<file path="src/rtl/id_ex_pipeline_reg.sv">
// ID/EX pipeline register for the 5-stage RV32I core.
// Applies hazard-unit flush/stall as bubbles and counts them in saturating counters.
module id_ex_pipeline_reg #(
  parameter int DATA_WIDTH     = 32,
  parameter int REG_ADDR_WIDTH = 5,
  parameter int ALU_CTRL_WIDTH = 4,
  parameter int CNT_WIDTH      = 16
) (
  input  logic                      clk,
  input  logic                      rst,
  input  logic                      stall,
  input  logic                      flush,
  input  logic                      validD,
  input  logic [DATA_WIDTH-1:0]     PCD,
  input  logic [DATA_WIDTH-1:0]     PCPlus4D,
  input  logic [DATA_WIDTH-1:0]     RD1D,
  input  logic [DATA_WIDTH-1:0]     RD2D,
  input  logic [DATA_WIDTH-1:0]     ImmExtD,
  input  logic [REG_ADDR_WIDTH-1:0] Rs1D,
  input  logic [REG_ADDR_WIDTH-1:0] Rs2D,
  input  logic [REG_ADDR_WIDTH-1:0] RdD,
  input  logic                      RegWriteD,
  input  logic                      MemWriteD,
  input  logic                      MemReadD,
  input  logic                      BranchD,
  input  logic                      JumpD,
  input  logic                      ALUSrcD,
  input  logic [1:0]                ResultSrcD,
  input  logic [ALU_CTRL_WIDTH-1:0] ALUControlD,
  output logic [DATA_WIDTH-1:0]     PCE,
  output logic [DATA_WIDTH-1:0]     PCPlus4E,
  output logic [DATA_WIDTH-1:0]     RD1E,
  output logic [DATA_WIDTH-1:0]     RD2E,
  output logic [DATA_WIDTH-1:0]     ImmExtE,
  output logic [REG_ADDR_WIDTH-1:0] Rs1E,
  output logic [REG_ADDR_WIDTH-1:0] Rs2E,
  output logic [REG_ADDR_WIDTH-1:0] RdE,
  output logic                      RegWriteE,
  output logic                      MemWriteE,
  output logic                      MemReadE,
  output logic                      BranchE,
  output logic                      JumpE,
  output logic                      ALUSrcE,
  output logic [1:0]                ResultSrcE,
  output logic [ALU_CTRL_WIDTH-1:0] ALUControlE,
  output logic                      validE,
  output logic [CNT_WIDTH-1:0]      bubble_count,
  output logic [CNT_WIDTH-1:0]      flush_count
);

  localparam logic [CNT_WIDTH-1:0] CNT_ONE = CNT_WIDTH'(1);
  localparam logic [CNT_WIDTH-1:0] CNT_MAX = '1;

  logic load_bubble;
  assign load_bubble = rst | flush | stall;

  // A bubble zeroes every field, so Rs/Rd=x0 keeps the hazard unit from matching it.
  always_ff @(posedge clk) begin
    if (load_bubble) begin
      PCE         <= '0;
      PCPlus4E    <= '0;
      RD1E        <= '0;
      RD2E        <= '0;
      ImmExtE     <= '0;
      Rs1E        <= '0;
      Rs2E        <= '0;
      RdE         <= '0;
      RegWriteE   <= 1'b0;
      MemWriteE   <= 1'b0;
      MemReadE    <= 1'b0;
      BranchE     <= 1'b0;
      JumpE       <= 1'b0;
      ALUSrcE     <= 1'b0;
      ResultSrcE  <= '0;
      ALUControlE <= '0;
      validE      <= 1'b0;
    end else begin
      PCE         <= PCD;
      PCPlus4E    <= PCPlus4D;
      RD1E        <= RD1D;
      RD2E        <= RD2D;
      ImmExtE     <= ImmExtD;
      Rs1E        <= Rs1D;
      Rs2E        <= Rs2D;
      // Invalid instructions still carry data, but can have no side effects.
      RdE         <= validD ? RdD : '0;
      RegWriteE   <= validD & RegWriteD;
      MemWriteE   <= validD & MemWriteD;
      MemReadE    <= validD & MemReadD;
      BranchE     <= validD & BranchD;
      JumpE       <= validD & JumpD;
      ALUSrcE     <= validD & ALUSrcD;
      ResultSrcE  <= validD ? ResultSrcD : '0;
      ALUControlE <= validD ? ALUControlD : '0;
      validE      <= validD;
    end
  end

  always_ff @(posedge clk) begin
    if (rst) begin
      bubble_count <= '0;
      flush_count  <= '0;
    end else if (flush) begin
      if (flush_count != CNT_MAX) flush_count <= flush_count + CNT_ONE;
    end else if (stall) begin
      if (bubble_count != CNT_MAX) bubble_count <= bubble_count + CNT_ONE;
    end
  end

endmodule

</file>
<file path="config.mk">
export PLATFORM = sky130hd
export DESIGN_NAME = id_ex_pipeline_reg
export DESIGN_NICKNAME = d
export VERILOG_FILES = /design/src/rtl/id_ex_pipeline_reg.sv
export SDC_FILE = /design/constraint.sdc
export NUM_CORES = 1
export LEC_CHECK = 0
export CORE_AREA = 5 5 156 158
export CTS_BUF_LIST = sky130_fd_sc_hd__clkbuf_4
export CTS_CLUSTER_SIZE = 10
export DETAILED_ROUTE_END_ITERATION = 6
export DIE_AREA = 0 0 161 163
export PLACE_DENSITY = 0.65
export REMOVE_ABC_BUFFERS = 1
export SKIP_CTS_REPAIR_TIMING = 1
export SYNTH_ARGS = -nofsm -noshare
export SYNTH_HDL_FRONTEND = slang
export SYNTH_SLANG_ARGS = --single-unit
</file>
<file path="constraint.sdc">
create_clock -name clk -period 1.97 [get_ports clk]
set_input_delay 0.2955 -clock clk [delete_from_list [all_inputs] [get_ports clk]]
set_output_delay 0.2955 -clock clk [all_outputs]
set_load 0.01 [all_outputs]
</file>
==> results.json <==
{
  "crit_fanout": 6,
  "flow.area_growth_from_synthesis_pct": 81.69,
  "clock-skew-final_ns": 0.03933,
  "sequential_area_share_after_synthesis": 0.6549,
  "initial_utilization": 0.2926,
  "critical_path.startpoint": "bubble_count[3]$_SDFFE_PP0P_",
  "drv.max_cap_violation_count": 0,
  "post_layout_nonfiller_instances": 1404,
  "cell_family_contributing_the_most_delay_on_the_critical_path": "buffers and inverters",
  "floorplan.die_area_sq_um": 26240,
  "tritoncts": "yes",
  "utilization": 0.5317,
  "max_stage_delay_ns": 0.55,
  "routabilityCongestion": 0.8244,
  "synthesis.instances": 590,
  "leading_cell_types_by_count_after_synthesis": "220 x sky130_fd_sc_hd__dfxtp_1, 171 x sky130_fd_sc_hd__and2_1, 22 x sky130_fd_sc_hd__clkbuf_1, 21 x sky130_fd_sc_hd__and3_1, 20 x sky130_fd_sc_hd__a21oi_1",
  "type_of_the_worst_min_delay_path": "in2reg",
  "r2r-start": "flush_count[0]$_SDFFE_PP0P_",
  "yosys_most_used_dff": "sky130_fd_sc_hd__dfxtp_1",
  "clock_latency_reported_for_the_late_side_of_the_worst_skew_pair_ns": 0.66,
  "worst_voltage_drop_across_the_vdd_grid_mv": 0.5044,
  "cts.htree.levels": 2,
  "cp_data_required_time_ns": 1.67,
  "antenna_found_initial": 2,
  "drt-initial-drc-count": 204,
  "relSlewSlack": 0.6356,
  "core_area_sq_um": 22980,
  "async_flop_share": 0,
  "outcome": "complete, no violations",
  "crit_arrival_ns": 1.57,
  "max_clock_freq_mhz": 536.5,
  "post_synth_edffs": 0,
  "report.final.setup_viol": 0,
  "numCtsBuffers": 58,
  "met2_wirelength_um": 11570,
  "timing.critical_path.from_type": "flip-flop",
  "ios": 412,
  "grt_first_pass_wirelength_um": 33060,
  "timing_worst_slew_pin_value_ns": 0.5450,
  "finalCriticalPeriod_ns": 1.864,
  "synth.top_cells.by_area": "sky130_fd_sc_hd__dfxtp_1 65%, sky130_fd_sc_hd__and2_1 16%, sky130_fd_sc_hd__and3_1 2.0%",
  "synth_top_cell_area_share": 0.6549,
  "drt-pass1-iter-count": 4,
  "worstSetupPathType": "reg2out",
  "overall_track_demand_over_capacity_in_global_routing": 0.1613,
  "wirelength_um": 22620,
  "fillCellCount": 2062,
  "synth_largest_area_cell": "sky130_fd_sc_hd__dfxtp_1",
  "die_width_um": 161,
  "cts.reportedPaths.clkPinSlew_ns": 0.07,
  "io_buffer_count": 411,
  "crit_chain": "clkdlybuf4s50_1",
  "leakagePower_nw": 5.232,
  "critPathCaptureType": "output port",
  "avgSynthCellArea_sq_um": 11.40,
  "maxSlewViolCount": 0,
  "place_hpwl_um": 17490,
  "num-nets-final": 1265,
  "grt-ovfl-total": 0,
  "drt-vias-per-instance": 4.218,
  "yosysMostFrequentCell": "sky130_fd_sc_hd__dfxtp_1",
  "synth_seq_cells": 220,
  "setup_repair_after_global_routing_missed_its_margin": "false",
  "share_of_post_route_cells_with_drive_strength_above_1": 0.1421,
  "detail_route.wl_per_cell_um": 16.11,
  "yosys.cell_types.count": 46,
  "clock_sinks": 220,
  "maxUsedRoutingLayer": "met5",
  "syn_area_sq_um": 6725,
  "number_of_synthesis_warnings": 0,
  "detail_route.wirelength.met1_um": 7929,
  "final_antenna_net_count": 0,
  "placed_area_sq_um": 11440,
  "fin_area_sq_um": 12220,
  "num_rows": 56,
  "grt_start_max_net_pins": 37,
  "power.density_nw_per_um2": 743.4,
  "numPlacedInstances": 1301,
  "cts_root_buffer": "sky130_fd_sc_hd__clkbuf_4",
  "final_worst_path_period_share": 0.9461,
  "detailroute.wirelength.met3_um": 2590,
  "min-delay-start": "RD2D[24]",
  "hold_slack_ns": 0.1863,
  "die_span_in_y_um": 163,
  "route.vias.total": 5922,
  "via_count_of_the_first_global_routing_pass": 6007,
  "route.detailed.drc": 0,
  "timing.critical_path.buf_inv": 1,
  "final-hold-violation-count": 0,
  "timing.critical_path.slowest_stage_cell": "sky130_fd_sc_hd__clkdlybuf4s50_1",
  "clockBufferDepth": 3
}
flip-flops by register name, summed over array words and instances, names as in the netlist, 4 cells and up:
signal,flops
RD1E,32
ImmExtE,32
Rs1E,5
bubble_count,16
ALUControlE,4
flush_count,16
Rs2E,5
RdE,5
PCPlus4E,32
PCE,32
RD2E,32
report_power, final:
part / internal, mW / total [mW] / switching, mW / leakage (nW)
Clock: 1.86 / 3.67 / 1.82 / 0.406
Combinational: 0.587 / 0.828 / 0.241 / 3.03
Sequential: 4.55 / 4.58 / 0.0300 / 1.80
through the flow:
step	total power, mW	setup slack (ns)	setup TNS (ns)
after CTS	9.274	-0.1236	-1.116
after floorplan	4.842	-2.155	-396.36
after detailed placement	5.524	-0.07967	-0.3295
after global placement	5.515	-0.08190	-0.2867
after global routing	9.564	0.0003884	0
final	9.084	0.1062	0
layer usage:
layer / vias up / GRT usage
met3: 41 / 0.08631
met2: 259 / 0.2872
met1: 2672 / 0.1618
met5: - / 0
li1: 2948 / -
met4: 2 / 0.05351
logic make-up (layout without fill, tap and decap cells):
logic type	count (synthesis)	in the layout	synth area share
other cells	0	2	0
fa+ha+maj	2	2	0.003720
buf+inv	34	556	0.02456
flops	220	220	0.6549
xor+xnor	1	1	0.001303
simple gates	280	280	0.2655
compound gates	48	48	0.04223
mux	5	5	0.007814
cells in the final DEF, fill, tap and decap left out, types with 6 or more instances in the layout:
master                            synthesis  layout
sky130_fd_sc_hd__nand2_1                 11      11
sky130_fd_sc_hd__clkbuf_4                 0      79
sky130_fd_sc_hd__buf_4                    0      31
sky130_fd_sc_hd__dlymetal6s2s_1           0      24
sky130_fd_sc_hd__buf_12                   0       7
sky130_fd_sc_hd__clkdlybuf4s50_1          0     387
sky130_fd_sc_hd__and3_1                  21      21
sky130_fd_sc_hd__and2_1                 171     171
sky130_fd_sc_hd__nand3_1                  9       9
sky130_fd_sc_hd__or4_1                    6       6
sky130_fd_sc_hd__o21ai_0                 10      10
sky130_fd_sc_hd__nor2_1                  10      10
sky130_fd_sc_hd__nor3_1                   9       9
sky130_fd_sc_hd__dfxtp_1                220     197
sky130_fd_sc_hd__o31ai_1                 12      12
sky130_fd_sc_hd__dfxtp_2                  0      23
sky130_fd_sc_hd__inv_1                    6       6
sky130_fd_sc_hd__clkinv_1                 0      17
sky130_fd_sc_hd__or3_1                   11      11
sky130_fd_sc_hd__a21oi_1                 20      20
area by class of cell:
cell class,instances,area [sq um],area share
antenna,2,5.005,0.0004096
clock buffer,79,593.1,0.04854
clock inverter,22,93.84,0.007680
inverter,6,22.52,0.001843
multi-input combinational,336,2162,0.1769
sequential,220,4433,0.3628
tap,290,362.8,0.02969
timing repair buffer,449,4547,0.3721
final timing paths:
check / slack (ns) / cells after the start / to
worst min-delay path: 0.19 / 2 / RD2E[24]$_SDFF_PP0_
worst max-delay path: 0.11 / 1 / bubble_count[3]
worst max register to register: 0.18 / 6 / flush_count[0]$_SDFFE_PP0P_
worst min register to register: 0.50 / 2 / flush_count[11]$_SDFFE_PP0P_
Note: power is estimated with default switching activity, not from simulation.
